==> src/rtl/dll_pkg.sv <==
// Shared data-link-layer definitions: DLCMSM encoding, DLLP type codes,
// flow-control field widths and small DLLP packing helpers.
package dll_pkg;

    typedef enum logic [1:0] {
        DL_INACTIVE = 2'b00,
        DL_INIT1    = 2'b01,
        DL_INIT2    = 2'b10,
        DL_ACTIVE   = 2'b11
    } dlcmsm_state_e;

    typedef enum logic [1:0] {
        FC_P   = 2'd0,
        FC_NP  = 2'd1,
        FC_CPL = 2'd2
    } fc_class_e;

    localparam int unsigned HDRFC_W  = 8;
    localparam int unsigned DATAFC_W = 12;

    // Type byte = base | (class << 4)
    localparam logic [7:0] DLLP_INITFC1_BASE  = 8'h40;
    localparam logic [7:0] DLLP_INITFC2_BASE  = 8'hC0;
    localparam logic [7:0] DLLP_UPDATEFC_BASE = 8'h80;

    function automatic fc_class_e fc_next(input fc_class_e c);
        case (c)
            FC_P:    return FC_NP;
            FC_NP:   return FC_CPL;
            default: return FC_P;
        endcase
    endfunction

    function automatic logic [7:0] fc_type(input logic [7:0] base, input fc_class_e c);
        return base | {2'b00, c, 4'h0};
    endfunction

    function automatic logic [31:0] fc_word(input logic [7:0] typ,
                                            input logic [HDRFC_W-1:0] hdr,
                                            input logic [DATAFC_W-1:0] dat);
        return {dat[7:0], hdr[1:0], 2'b00, dat[11:8], 2'b00, hdr[7:2], typ};
    endfunction

endpackage

==> src/rtl/dll_dllp_crc16.sv <==
// Combinational DLLP CRC-16 (poly 0x100B, seed 0xFFFF) over bytes 0-3, LSB of
// byte 0 first; output is complemented and bit-reversed, ready for bytes 4-5.
module dll_dllp_crc16 (
    input  logic [31:0] data_i,
    output logic [15:0] crc_o
);

    logic [15:0] rem;

    always_comb begin
        rem = 16'hFFFF;
        for (int unsigned i = 0; i < 32; i++) begin
            if (rem[15] ^ data_i[i]) rem = {rem[14:0], 1'b0} ^ 16'h100B;
            else                     rem = {rem[14:0], 1'b0};
        end
        for (int unsigned k = 0; k < 16; k++) begin
            crc_o[k] = ~rem[15-k];
        end
    end

endmodule

==> src/rtl/dll_fc_dllp_tx.sv <==
// Flow-control DLLP transmitter: turns DLCMSM state into InitFC1/InitFC2/UpdateFC
// DLLPs for VC0 P/NP/Cpl and reports InitFC progress.
module dll_fc_dllp_tx
    import dll_pkg::*;
#(
    parameter logic [HDRFC_W-1:0] INIT_P_HDR    = 8'd16,
    parameter logic [HDRFC_W-1:0] INIT_NP_HDR   = 8'd16,
    parameter logic [HDRFC_W-1:0] INIT_CPL_HDR  = 8'd0,
    parameter int unsigned        UPDATE_PERIOD = 64
) (
    input  logic        clk,
    input  logic        rst,
    input  logic [1:0]  dlcmsm_state_i,
    input  logic [3:0]  tl_cc_p_i,
    input  logic [3:0]  tl_cc_np_i,
    input  logic [3:0]  tl_cc_cpl_i,
    output logic        dllp_valid_o,
    input  logic        dllp_ready_i,
    output logic [47:0] dllp_data_o,
    output logic        fc_init1_done_o,
    output logic        fc_init2_done_o
);

    typedef enum logic [1:0] {S_IDLE, S_INIT1, S_INIT2, S_ACTIVE} tx_state_e;

    localparam int unsigned TMR_W = (UPDATE_PERIOD > 1) ? $clog2(UPDATE_PERIOD) : 1;
    localparam logic [TMR_W-1:0] TMR_RELOAD = TMR_W'(UPDATE_PERIOD - 1);
    localparam logic [2:0][HDRFC_W-1:0] INIT_HDR = {INIT_CPL_HDR, INIT_NP_HDR, INIT_P_HDR};

    tx_state_e                 state_q, state_d;
    fc_class_e                 cls_q, cls_d, cls_cur, c0, c1, c2, l_cls;
    logic                      round_q, round_d, round_cur;
    logic [2:0][HDRFC_W-1:0]   cnt_q, cnt_d, adv_q, adv_d;
    logic [TMR_W-1:0]          timer_q, timer_d;
    logic                      valid_q, valid_d;
    logic [47:0]               data_q, data_d;
    logic                      done1_q, done1_d, done2_q, done2_d;
    logic [2:0][3:0]           cc;
    logic [2:0]                pend;
    logic                      free, acc, launch;
    logic [7:0]                l_base;
    logic [31:0]               l_word;
    logic [15:0]               l_crc;

    assign cc     = {tl_cc_cpl_i, tl_cc_np_i, tl_cc_p_i};
    assign l_word = fc_word(fc_type(l_base, l_cls), cnt_q[l_cls], '0);

    dll_dllp_crc16 u_crc (
        .data_i (l_word),
        .crc_o  (l_crc)
    );

    always_comb begin
        case (dlcmsm_state_e'(dlcmsm_state_i))
            DL_INIT1:  state_d = S_INIT1;
            DL_INIT2:  state_d = S_INIT2;
            DL_ACTIVE: state_d = S_ACTIVE;
            default:   state_d = S_IDLE;
        endcase

        // A state change restarts the class sequence at P and abandons any round.
        cls_cur   = (state_d != state_q) ? FC_P : cls_q;
        round_cur = (state_d != state_q) ? 1'b0 : round_q;
        c0 = cls_cur;
        c1 = fc_next(c0);
        c2 = fc_next(c1);

        acc  = valid_q && dllp_ready_i;
        free = !valid_q || dllp_ready_i;
        for (int unsigned c = 0; c < 3; c++) begin
            pend[c]  = (cnt_q[c] != adv_q[c]);
            cnt_d[c] = cnt_q[c] + {4'h0, cc[c]};
        end

        launch  = 1'b0;
        l_cls   = FC_P;
        l_base  = DLLP_UPDATEFC_BASE;
        cls_d   = cls_cur;
        round_d = round_cur;
        adv_d   = adv_q;
        timer_d = TMR_RELOAD;
        valid_d = valid_q && !dllp_ready_i;
        data_d  = data_q;
        done1_d = done1_q || (acc && data_q[7:0] == fc_type(DLLP_INITFC1_BASE, FC_CPL));
        done2_d = done2_q || (acc && data_q[7:0] == fc_type(DLLP_INITFC2_BASE, FC_CPL));

        case (state_d)
            S_INIT1, S_INIT2: begin
                if (free) begin
                    launch = 1'b1;
                    l_cls  = cls_cur;
                    l_base = (state_d == S_INIT1) ? DLLP_INITFC1_BASE : DLLP_INITFC2_BASE;
                    cls_d  = fc_next(cls_cur);
                end
            end
            S_ACTIVE: begin
                timer_d = (timer_q != '0) ? timer_q - 1'b1 : '0;
                if (free) begin
                    if (round_cur) begin
                        launch  = 1'b1;
                        l_cls   = cls_cur;
                        cls_d   = fc_next(cls_cur);
                        round_d = (cls_cur != FC_CPL);
                    end else if (timer_q == '0) begin
                        launch  = 1'b1;
                        l_cls   = FC_P;
                        cls_d   = FC_NP;
                        round_d = 1'b1;
                        timer_d = TMR_RELOAD;
                    end else if (pend[c0]) begin
                        launch = 1'b1;
                        l_cls  = c0;
                        cls_d  = c1;
                    end else if (pend[c1]) begin
                        launch = 1'b1;
                        l_cls  = c1;
                        cls_d  = c2;
                    end else if (pend[c2]) begin
                        launch = 1'b1;
                        l_cls  = c2;
                        cls_d  = c0;
                    end
                end
            end
            default: ;
        endcase

        if (launch) begin
            valid_d       = 1'b1;
            data_d        = {l_crc, l_word};
            adv_d[l_cls]  = cnt_q[l_cls];
        end

        if (state_d == S_IDLE) begin
            valid_d = 1'b0;
            data_d  = '0;
            cnt_d   = INIT_HDR;
            adv_d   = INIT_HDR;
            done1_d = 1'b0;
            done2_d = 1'b0;
            cls_d   = FC_P;
            round_d = 1'b0;
        end
    end

    always_ff @(posedge clk) begin
        if (rst) begin
            state_q <= S_IDLE;
            cls_q   <= FC_P;
            round_q <= 1'b0;
            cnt_q   <= INIT_HDR;
            adv_q   <= INIT_HDR;
            timer_q <= TMR_RELOAD;
            valid_q <= 1'b0;
            data_q  <= '0;
            done1_q <= 1'b0;
            done2_q <= 1'b0;
        end else begin
            state_q <= state_d;
            cls_q   <= cls_d;
            round_q <= round_d;
            cnt_q   <= cnt_d;
            adv_q   <= adv_d;
            timer_q <= timer_d;
            valid_q <= valid_d;
            data_q  <= data_d;
            done1_q <= done1_d;
            done2_q <= done2_d;
        end
    end

    assign dllp_valid_o    = valid_q;
    assign dllp_data_o     = data_q;
    assign fc_init1_done_o = done1_q;
    assign fc_init2_done_o = done2_q;

endmodule

==> config.mk <==
export PLATFORM = sky130hd
export DESIGN_NAME = dll_fc_dllp_tx
export DESIGN_NICKNAME = d
export VERILOG_FILES = /design/src/rtl/dll_pkg.sv /design/src/rtl/dll_dllp_crc16.sv /design/src/rtl/dll_fc_dllp_tx.sv
export SDC_FILE = /design/constraint.sdc
export NUM_CORES = 1
export LEC_CHECK = 0
export CAP_MARGIN = 40
export CORE_MARGIN = 2
export CORE_UTILIZATION = 40
export CTS_CLUSTER_SIZE = 25
export DETAILED_ROUTE_END_ITERATION = 10
export PLACE_DENSITY_LB_ADDON = 0.05
export SETUP_SLACK_MARGIN = 0.5
export SYNTH_ARGS = -nofsm -noshare
export SYNTH_HDL_FRONTEND = slang
export SYNTH_SLANG_ARGS = --single-unit
export TNS_END_PERCENT = 50
==> constraint.sdc <==
create_clock -name clk -period 5.73 [get_ports clk]
set_input_delay 1.146 -clock clk [delete_from_list [all_inputs] [get_ports clk]]
set_output_delay 1.146 -clock clk [all_outputs]
set_load 0.01 [all_outputs]
## Word level (Yosys, flattened, before mapping)

Index checks and enable logic that the tools add are counted.

- Equal/unequal tests: 15
- Bitwise operators: 64
- Add/subtract/negate cells: 4
- $lt $le $gt $ge: 5
- Reductions and logical operators: 18
- Muxes and demuxes: 83

Operators with widths:

| cell | number |
|---|---|
| 13-bit 2-to-1 mux | 32 |
| 4-bit inverter | 31 |
| 8-bit 2-to-1 mux | 5 |
| 2-bit 2-to-1 mux | 14 |
| 8-bit by 4-bit adder with 8-bit output | 3 |
| 24-bit bitwise mux | 1 |
| 6-bit 2-to-1 mux | 4 |
| 8-bit inequality test | 3 |
| 1-bit inverter | 17 |
| 8-bit binary-select mux with 2-bit select | 1 |
| 8-bit demux with 2-bit select | 1 |
| 1-bit 2-to-1 mux | 16 |
| 2-bit case mux with 2 select lines | 4 |
| 2-bit by 3-bit less-than comparator with 1-bit output (second input constant) | 4 |
| 1-bit XOR | 12 |
| 2-bit by 1-bit equality test with 1-bit output (second input constant) | 4 |
| 2-bit equality test (second input constant) | 4 |
| 8-bit by 7-bit equality test with 1-bit output (second input constant) | 1 |
| 8-bit equality test (second input constant) | 1 |
| 8-bit by 6-bit bitwise OR with 8-bit output | 1 |
| 1-bit binary-select mux with 2-bit select | 3 |
| 2-bit logical NOT | 3 |
| 6-bit logical NOT | 1 |
| 2-bit case mux with 3 select lines | 1 |
| 11 further kinds | 22 |

- Output and inout port bits: 51
- Word-level logic and storage cells: 203
- Input port bits: 17
- Bits in registers: 94

## Longest topological paths before layout

- Depth in word-level cells: 82
- Mapped depth: 18

## Modules after synthesis

A second synthesis with hierarchy kept.

- Cells, all modules: 646
- Area total of the unflattened synthesis: 5796.8 µm²

Modules (own cells, without submodules):

| module | cells each | area an instance (µm²) | times used | seq. area each (µm²) |
|---|---|---|---|---|
| dll_fc_dllp_tx | 535 | 4573.1 | 1 | 1801.7 |
| dll_dllp_crc16 | 111 | 1223.7 | 1 | 0.0 |

## Least setup slack after synthesis

OpenSTA, ideal clock, no wires.

- Path kind: in2reg
- Start point: input dlcmsm_state_i[0]
- End point: register data_q[43] (netlist: dllp_data_o[43])
- Stages on the path: 17
- Path buffers: 1
- Setup slack: 961 ps
- Data arrival time: 4636 ps
- Data required time: 5596 ps
- Path through: inv_1 ha_1 nor3b_1 a221o_1 nor2_1 nand2_1 o21ai_0 o41a_1 or2_1 buf_2 inv_2 ha_1 xor2_1 xnor3_1 xnor3_1 xnor3_1 a21oi_1

- Elaborated cells on any way between the ends: 120
- Classes of those cells: eq/ne: 9; mux: 63; bitwise: 43; reduce/logical: 5

RTL lines:

| element | RTL line | source |
|---|---|---|
| start, declared | dll_fc_dllp_tx.sv:13 | `input logic [1:0] dlcmsm_state_i,` |
| 2-bit equality test / 2-bit by 1-bit equality test with 1-bit output (equally long branches) | dll_fc_dllp_tx.sv:54 | `case (dlcmsm_state_e'(dlcmsm_state_i))` |
| 2-bit case mux with 3 select lines (*) | dll_fc_dllp_tx.sv:54 |  |
| 2-bit inequality test | dll_fc_dllp_tx.sv:62, dll_fc_dllp_tx.sv:63 |  |
| 2-bit 2-to-1 mux | dll_fc_dllp_tx.sv:62 | `cls_cur = (state_d != state_q) ? FC_P : cls_q;` |
| 2-bit by 1-bit equality test with 1-bit output / 2-bit logical NOT (equally long branches) | dll_pkg.sv:27 | `case (c)` |
| 2-bit case mux with 2 select lines | dll_pkg.sv:27 |  |
| 2-bit by 1-bit equality test with 1-bit output / 2-bit logical NOT (equally long branches) | dll_pkg.sv:27 |  |
| 2-bit case mux with 2 select lines | dll_pkg.sv:27 |  |
| [... 9 more ...] | n/a |  |
| net l_cls[1] | dll_fc_dllp_tx.sv:31 | `fc_class_e cls_q, cls_d, cls_cur, c0, c1, c2, l_cls;` |
| [... 17 more ...] | n/a |  |
| 4-bit inverter (no line) (tied with other cells) | n/a |  |
| 13-bit 2-to-1 mux | dll_dllp_crc16.sv:13 | `if (rem[15] ^ data_i[i]) rem = {rem[14:0], 1'b0} ^ 16'h100B;` |
| 13-bit 2-to-1 mux / 4-bit inverter (equally long branches) | n/a |  |
| 4-bit inverter (no line) / 13-bit 2-to-1 mux (equally long branches) | n/a |  |
| 13-bit 2-to-1 mux (2 in series) | dll_dllp_crc16.sv:13 |  |
| 4-bit inverter (no line) | n/a |  |
| 13-bit 2-to-1 mux (*) (2 in series) | dll_dllp_crc16.sv:13 |  |
| 1-bit inverter (*) | dll_dllp_crc16.sv:17 | `crc_o[k] = ~rem[15-k];` |
| end signal, assigned | dll_fc_dllp_tx.sv:166 | `data_q <= data_d;` |
| end, declared | dll_fc_dllp_tx.sv:36 | `logic [47:0] data_q, data_d;` |

The timed path passes the listed nets; every way through them passes the cells marked *. The select of a mux whose other input is x is not followed.
A chain may end at the register's enable or synchronous reset.

## Worst setup path after layout

- Start point: input dlcmsm_state_i[1]
- End point: register data_q[43] (netlist: dllp_data_o[43])

- Longest elaborated chain between the ends: 45
- Elaborated cells on any way between the ends: 120
- Classes of those cells: eq/ne: 9; mux: 63; bitwise: 43; reduce/logical: 5

RTL lines:

| element | RTL line |
|---|---|
| 2-bit equality test / 2-bit by 1-bit equality test with 1-bit output (equally long branches) | dll_fc_dllp_tx.sv:54 |
| 2-bit case mux with 3 select lines (*) | dll_fc_dllp_tx.sv:54 |
| 2-bit inequality test | dll_fc_dllp_tx.sv:62, dll_fc_dllp_tx.sv:63 |
| 2-bit 2-to-1 mux | dll_fc_dllp_tx.sv:62 |
| 2-bit by 1-bit equality test with 1-bit output / 2-bit logical NOT (equally long branches) | dll_pkg.sv:27 |
| 2-bit case mux with 2 select lines | dll_pkg.sv:27 |
| 2-bit by 1-bit equality test with 1-bit output / 2-bit logical NOT (equally long branches) | dll_pkg.sv:27 |
| 2-bit case mux with 2 select lines | dll_pkg.sv:27 |
| [... 9 more ...] | n/a |
| net l_cls[0] | dll_fc_dllp_tx.sv:31 |
| [... 18 more ...] | n/a |
| 4-bit inverter (no line) (tied with other cells) | n/a |
| 13-bit 2-to-1 mux | dll_dllp_crc16.sv:13 |
| 13-bit 2-to-1 mux / 4-bit inverter (equally long branches) | n/a |
| 4-bit inverter (no line) / 13-bit 2-to-1 mux (equally long branches) | n/a |
| 13-bit 2-to-1 mux (2 in series) | dll_dllp_crc16.sv:13 |
| 4-bit inverter (no line) | n/a |
| 13-bit 2-to-1 mux (*) (2 in series) | dll_dllp_crc16.sv:13 |
| 1-bit inverter (*) | dll_dllp_crc16.sv:17 |

Marked as above.

==> flow_metrics.env <==
export IMPL_vias=4400
export IMPL_cellPowerDensity_nw_per_um2=346
export IMPL_io_pins=68
export IMPL_stdcell_count=854
export IMPL_yosysTopAreaCellShare_pct=32.6
export IMPL_clk_latency_ns=0.35
export IMPL_grt_pass1_vias=4264
export IMPL_yosys_area_top_type="dfxtp_1"
export IMPL_ys_flop_type="dfxtp_1"
export IMPL_finClkSkew_ns=0.00905
export IMPL_synth_seq_cells=90
export IMPL_start_kind="input port"
export IMPL_timing_max_transition_violations_final=0
export IMPL_whs_ns=0.466
export IMPL_wl_mm=13.7
export IMPL_period_share_pct=88.6
export IMPL_synth_avg_cell_area_um2=9.00
export IMPL_synth_warnings=0
export IMPL_rsz0062_at_grt="yes"
export IMPL_p_leak_nw=2.68
export IMPL_grtUsageTotal_pct=19.7
export IMPL_hold_violations=0
export IMPL_area_delta_synth_final_pct=20.4
export IMPL_final_nets=715
export IMPL_antenna_left=0
export IMPL_yosysUniqueCellTypes=76
export IMPL_criticalPathCategory="input port to flip-flop"
export IMPL_drive_gt1_share_pct=13.9
export IMPL_drtIter0Drc=197
export IMPL_grt_overflow=0
export IMPL_critPathMaxFanout=8
export IMPL_dp_final_hpwl_mm=10.2
export IMPL_cts_max_path_buffers=2
export IMPL_routedWlPerCell_um=16.0
export IMPL_fp_row_count=42
export IMPL_numPortBuffers=47
export IMPL_tightest_slew_ns=0.715
export IMPL_grt_pass1_wl_mm=22.5
export IMPL_seq_area_frac_synth_pct=32.6
export IMPL_period_needed_ns=5.08
export IMPL_status="finished clean"
export IMPL_async_reset_ff_share_pct=0
export IMPL_cts_made_buffers=9
export IMPL_start_util_pct=41.3
export IMPL_dieArea_um2=14800
export IMPL_postCtsHoldBufs=0
export IMPL_max_slew_margin_pct=52.0
export IMPL_setup_viol=0
export IMPL_worstPathArrival_ns=5.36
export IMPL_synth_cell_area_um2=5530
export IMPL_cts_sinks=90
export IMPL_drv_cap=0
export IMPL_fp_coreArea_um2=13400
export IMPL_drc=0
export IMPL_dr_pass1_iters=6
export IMPL_cts_root_buf="clkbuf_16"
export IMPL_end_kind="flip-flop"
export IMPL_antenna_found_initial=0
export IMPL_chipHeight_um=122
export IMPL_synth_edff_count=0
export IMPL_fmax_mhz=197
export IMPL_viasPerCell=5.15
export IMPL_htree_levels=3
export IMPL_vdd_ir_drop_max_uv=200
export IMPL_synthTopCellsByArea="dfxtp_1 (33%), xnor2_1 (6.8%), xnor3_1 (5.3%)"
export IMPL_diodes=0
export IMPL_place_congestion=0.868
export IMPL_grt_start_max_net_pins=45
export IMPL_dieWidth_um=122
export IMPL_cts_tree="yes"
export IMPL_fin_tns_setup_ns=0
export IMPL_dp_cells=831
export IMPL_hold_class="flip-flop to flip-flop"
export IMPL_syn_inst=615
export IMPL_path_clk_slew_ns=0.07
export IMPL_cp_data_required_time_ns=6.01
state kept, by name, indices dropped and copies added, names as in the netlist, 2 cells and up:
| name | cells |
|---|---|
| adv_q | 24 |
| cls_q | 2 |
| cnt_q | 24 |
| dllp_data_o | 28 |
| state_q | 2 |
| timer_q | 6 |
synthesized netlist by cell type (all sizes together), types with 3 or more instances:
| master | count |
|---|---|
| o21ai | 26 |
| a21oi | 30 |
| dfxtp | 90 |
| nor3b | 3 |
| and2 | 6 |
| buf | 32 |
| nand2 | 32 |
| clkbuf | 21 |
| a22oi | 3 |
| nor2 | 77 |
| xnor2 | 45 |
| xor2 | 25 |
| a21o | 4 |
| nand4 | 5 |
| or2 | 3 |
| xnor3 | 15 |
| nor2b | 16 |
| ha | 22 |
| nor4 | 7 |
| inv | 21 |
| o31ai | 3 |
| and3 | 4 |
| o21a | 4 |
| mux2i | 7 |
| nand2b | 6 |
| fa | 3 |
| nand3 | 15 |
| a211oi | 35 |
| nor3 | 16 |
layer usage:
layer	routed length (um)	share of wire, %	GRT usage [%]	up-vias
li1	-	-	-	2213
met1	6620	48	27.7	2078
met2	6350	46	31.4	95
met3	461	3.4	2.76	14
met4	244	1.8	5.96	0
met5	0	0	0	-
cells in the final DEF (no fill, tap or decap), types with 3 or more instances in the layout:
cell	count
a211oi_1	34
a21o_1	4
a21oi_1	30
and2_1	5
and3_1	3
buf_4	33
clkbuf_16	9
clkdlybuf4s50_1	47
conb_1	20
dfxtp_1	90
fa_1	3
ha_1	19
inv_1	18
mux2i_1	6
nand2_1	31
nand2b_1	6
nand3_1	15
nand4_1	5
nor2_1	76
nor2b_1	16
nor3_1	12
nor3_2	3
nor4_1	6
o21a_1	4
o21ai_0	21
o21ai_1	4
xnor2_1	40
xnor2_2	5
xnor3_1	12
xnor3_2	3
xor2_1	22
xor2_2	3
where the power goes:
part           total (mW)  switching (mW)  internal (mW)  leakage, nW
registers           0.755          0.0601          0.695        0.736
logic               0.937           0.421          0.516         1.79
clock network       0.613           0.268          0.345        0.149
cells by family (layout without fill, tap and decap cells):
family	Yosys count	count (layout)	share of synthesized area, %
DFF	90	90	32.6
AOI/OAI and AO/OA	130	130	16.7
buffers and inverters	74	118	6.76
xor gates and xnor gates	86	86	17.9
adders and majority gates	25	25	6.06
muxes	9	9	1.67
other	1	20	0.0678
and+or+nand+nor	200	200	18.3
area by class of cell:
| class | instances | area [um2] |
|---|---|---|
| clock inverters | 6 | 72.6 |
| well taps | 176 | 220 |
| fillers | 1290 | 6740 |
| clock buffers | 10 | 229 |
| flip-flops and latches | 90 | 1800 |
| repair buffers | 81 | 733 |
| multi-input cells | 470 | 3530 |
| inverters | 21 | 81.3 |
repair_timing:
item | 4_1_cts | 5_1_grt
gates resized for setup | 3 | 17
pin swaps | 2 | 9
endpoints found under the setup margin | 6 | 15
setup buffers | 4 | 3
final timing paths:
kind	slack (ns)	from	cells past startpoint	end
max	0.65	dlcmsm_state_i[1]	18	dllp_data_o[43]
min	0.47	dllp_data_o[36]	2	dllp_data_o[36]
max reg2reg	1.27	cnt_q[6]	14	dllp_data_o[43]
min reg2reg	0.47	dllp_data_o[36]	2	dllp_data_o[36]
stage by stage:
stage          utilization (%)  worst slack (ns)  total power [mW]  area (um2)
6_report                  49.7             0.653              2.30        6660
5_1_grt                   49.7             0.434              2.44        6660
4_1_cts                   49.0             0.504              2.30        6560
3_5_place_dp              46.4            0.0495              1.68        6220
3_3_place_gp              46.3             0.216              1.68        6200
2_1_floorplan                -             0.961              1.42        5600
worst max-delay path: stages:
cell             delay [ns]
clkdlybuf4s50_1        0.56
inv_2                  0.09
ha_4                   0.19
o211ai_1               0.25
o31a_1                 0.29
nor3_1                 0.09
a41oi_1                0.22
a21boi_0               0.24
and2_4                 0.23
nand2_2                0.07
inv_2                  0.15
mux2i_1                0.34
a2bb2oi_4              0.21
buf_4                  0.23
xnor3_1                0.35
xnor3_1                0.35
xnor3_1                0.20
a21oi_1                0.14
Power figures use the tool's default switching activity.
==> edit 1 (config.mk and constraints unchanged) <==
`data_q` no longer has a reset.
--- a/src/rtl/dll_fc_dllp_tx.sv
+++ b/src/rtl/dll_fc_dllp_tx.sv
@@ -153,5 +153,4 @@
             timer_q <= TMR_RELOAD;
             valid_q <= 1'b0;
-            data_q  <= '0;
             done1_q <= 1'b0;
             done2_q <= 1'b0;
@@ -164,8 +163,11 @@
             timer_q <= timer_d;
             valid_q <= valid_d;
-            data_q  <= data_d;
             done1_q <= done1_d;
             done2_q <= done2_d;
         end
+    end
+
+    always_ff @(posedge clk) begin
+        data_q <= data_d;
     end
 
Formal check against the unedited RTL: not equivalent (Yosys sat finds a counterexample within 4 cycles, from zero or initial values and one cycle with rst high).
==> edit 1 against the original RTL <==
- non-clock buffer count decreased by 4
- combinational power up 36%
- wire length grew 14%
- sequential cell count unchanged
- cell area is 4.6% higher
- sequential power grew 6.2%
- clock skew decreased by 0.0015 ns
- synthesized area is 5.9% higher
- clock power fell by 2%
- worst setup slack better by 0.00098 ns
- power is 16% higher
- hold slack worse by 0.0078 ns
- critical endpoint unchanged
==> edit 1: results (changes against the original RTL) <==
Placement
  – Area after detailed placement: 6484 um2 (+4.3%)
  – Dpl hpwl: 11770 um (+15%)
  – Post-place setup slack: 0.1250 ns (+0.07556 ns)
  – Weighted congestion reported at the end of routability-driven placement: 0.9459 (+8.9%)
  – Cell count after placement: 882 (+6.1%)

Clock tree
  – Post-CTS Setup Bufs: 2 (-2)

Setup path
  – Origin of the critical flop-to-flop path: cnt_q[12]
  – Number of cells on the worst reg-to-reg path: 13 (-1)
  – Largest incremental delay on the critical path: 0.54 ns (-0.02 ns)

Synthesis
  – Arithmetic-cell share of the synthesized area counting full adders, half adders and majority gates: 5.725% (-0.34 points)
  – Dominant cells by area after synthesis: dfxtp_1, xnor2_1, ha_1
  – Most common library cells after synthesis: dfxtp_1, nor2_1, xnor2_1, nand2_1, a21oi_1
  – Synth Area in Compound Gates: 21.13% (+4.4 points)
  – Post-Synthesis Mean Instance Area: 8.821 um2 (-2.0%)

Global route
  – Largest net degree at the start of global routing: 44 (-2.2%)
  – Via count of the first global-routing pass: 4604 (+8.0%)
  – Global-route usage over all layers: 20.12% (+0.47 points)

Power
  – Sequential logic power: 0.802 mW (+6.2%)
  – LEAKAGE: 2.636 nW (-1.6%)
  – Net switching power figure: 0.9518 mW (+27%)
  – Maximum VDD drop: 0.1587 mV (-21%)

Finish
  – Final standard cell area without fillers: 6969 um2 (+4.6%)
  – Filler Cell Count: 1410 (+9.3%)

Timing
  – Post-Route Skew: 0.007510 ns (-0.001545 ns)
  – Slew of the pin with the lowest slew margin: 0.8568 ns (+0.1416 ns)

Routing
  – Iteration-0 DRC count of the detailed router: 360 (+83%)
  – Number of vias after detailed routing: 4876 (+11%)
  – Wire length after detailed routing: 15540 um (+14%)

Run status
  – Status: complete, no violations
[edit 1: cell count changes after synthesis, sizes merged, moves of 5 or more]
cell,delta
mux2i,-5
a21oi,+7
nand2,+29
nand3,+6
a221oi,+5
nor4,-6
xnor3,-9
xnor2,+25
nor2,-12
[edit 1: area by class of cell]
| type | instances | area share [%] |
|---|---|---|
| clock inverters | 4 | 0.7361 |
| well taps | 184 | 3.303 |
| multi-input cells | 522 | 55.12 |
| flip-flops and latches | 90 | 25.85 |
| repair buffers | 77 | 10.20 |
| clock buffers | 12 | 3.537 |
| inverters | 22 | 1.257 |
[edit 1: final timing paths]
path	endpoint	slack, ns
worst max-delay path	dllp_data_o[43]	0.65
worst min-delay path	dllp_data_o[13]	0.46
worst max register to register	dllp_data_o[41]	1.58
worst min register to register	dllp_data_o[13]	0.46
[edit 1: layer usage]
layer,track usage [%],wire length (um),vias to the layer above
met1,27.71,7377,2295
li1,-,-,2413
met3,4.236,727,28
met2,31.33,7089,140
met4,7.190,349,0
met5,0,0,-
==> edit 2 (same settings) <==
Made on the original files. `HDRFC_W`: 8 -> 10.
--- a/src/rtl/dll_pkg.sv
+++ b/src/rtl/dll_pkg.sv
@@ -16,5 +16,5 @@
     } fc_class_e;
 
-    localparam int unsigned HDRFC_W  = 8;
+    localparam int unsigned HDRFC_W  = 10;
     localparam int unsigned DATAFC_W = 12;
 
Formal check against the unedited RTL: same outputs for any inputs over 4 cycles, from zero or initial values and one cycle with rst high; that may be too few to reach the edited logic, so the function may still have changed.
==> edit 2 against the original RTL <==
- worst setup slack better by 0.19 ns
- count of clock-buffer cells in the layout up 2
- critical path depth unchanged
- via count is 20% higher
- synthesized area increased by 14%
- cell area increased by 15%
- power rose by 16%
- clock power increased by 12%
- utilization is 0.48 points higher
- wire length grew 29%
- register-to-register slack improved by 0.15 ns
- sequential cell count increased by 12
- largest cell class unchanged
==> edit 2: results (changes against the original RTL) <==
Synthesis
  – Register area share after synthesis: 32.28% (-0.29 points)
  – Post-synthesis mux area share: 0.5142% (-1.2 points)
  – Area share of xor/xnor cells in the synthesized design: 17.54% (-0.39 points)
  – Post-Synthesis Mean Instance Area: 8.654 um2 (-3.8%)

Finish
  – Area fraction of clock buffers and clock inverters: 4.328% (-0.20 points)
  – Layout cell share with drive strength beyond 1: 14.75% (+0.88 points)
  – Number of nets in the finished design: 844 (+18%)
  – Area used by multi-input combinational logic: 4114 um2 (+17%)
  – Clkbuf count: 12 (+2)
  – NonClk Buf Share: 11.16% (+0.16 points)
  – Combined flip-flop and latch cell area: 2042 um2 (+13%)

Placement
  – Weighted congestion reported at the end of routability-driven placement: 0.8706 (+0.28%)
  – Cell count after placement: 988 (+19%)

Routing
  – Wire length after detailed routing: 17670 um (+29%)
  – Routed len/inst: 17.36 um (+8.3%)
  – Total iterations of the first detailed-routing run: 4 (-2)
  – Vias per std cell: 5.185 (+0.63%)

Setup path
  – Worst R2R Setup Slack: 1.42 ns (+0.15 ns)
  – Standard cell with the maximum stage delay on the critical path: xnor3_2
  – Critical path startpoint: dlcmsm_state_i[0]
  – CP Data Arrival Time: 5.13 ns (-0.23 ns)
  – Capture point of the worst path: dllp_data_o[38]

Timing
  – Post-Route Skew: 0.008585 ns (-0.0004699 ns)
  – Normalized max-slew margin: 52.39% (+0.40 points)

Power
  – Maximum VDD drop: 0.1571 mV (-22%)
  – Relative contribution of combinational cells to total power: 42.2% (+1.5 points)
  – Sequential logic power: 0.852 mW (+13%)
  – Net switching power figure: 0.9087 mW (+21%)
  – LEAKAGE: 3.037 nW (+13%)

Worst hold path
  – HP Start: dllp_data_o[45]
  – Destination of the worst hold path: dllp_data_o[45]

Global route
  – Via count of the first global-routing pass: 4985 (+17%)
  – Met2 capacity usage during global routing: 34.43% (+3.0 points)
  – GRT met3 Usage: 2.665% (-0.097 points)
  – Global-route usage over all layers: 21.44% (+1.8 points)
  – First-pass GRT wire length: 27570 um (+23%)
  – Routing usage on met1: 29.30% (+1.6 points)

Run status
  – Status: complete, no violations
-- edit 2: changes by cell type after synthesis, sizes merged, moves of 7 or more --
cell / before / now
nor3: 16 / 39
xnor3: 15 / 6
xnor2: 45 / 70
nor2: 77 / 109
nand4: 5 / 12
dfxtp: 90 / 102
o21ai: 26 / 34
xor2: 25 / 33
a211oi: 35 / 14
-- edit 2: through the flow --
stage                     util, %  setup slack [ns]  cell area, um2  total power, mW  hold slack [ns]
final                       50.21            0.8436            7690            2.664           0.4573
after detailed placement    46.39         0.0004321            7104            1.904           0.4527
after global placement      46.29           0.03603            7089            1.902           0.4429
after CTS                   49.09            0.4694            7517            2.628           0.4630
after global routing        50.21            0.6454            7690            2.818           0.4802
after floorplan                 -            0.9084            6397            1.610           0.4500
-- edit 2: metal layers --
| layer | up-vias | part of all wire [%] |
|---|---|---|
| met5 | - | 0 |
| met4 | 0 | 2.7 |
| met3 | 30 | 3.2 |
| met2 | 129 | 46 |
| met1 | 2513 | 48 |
| li1 | 2606 | - |
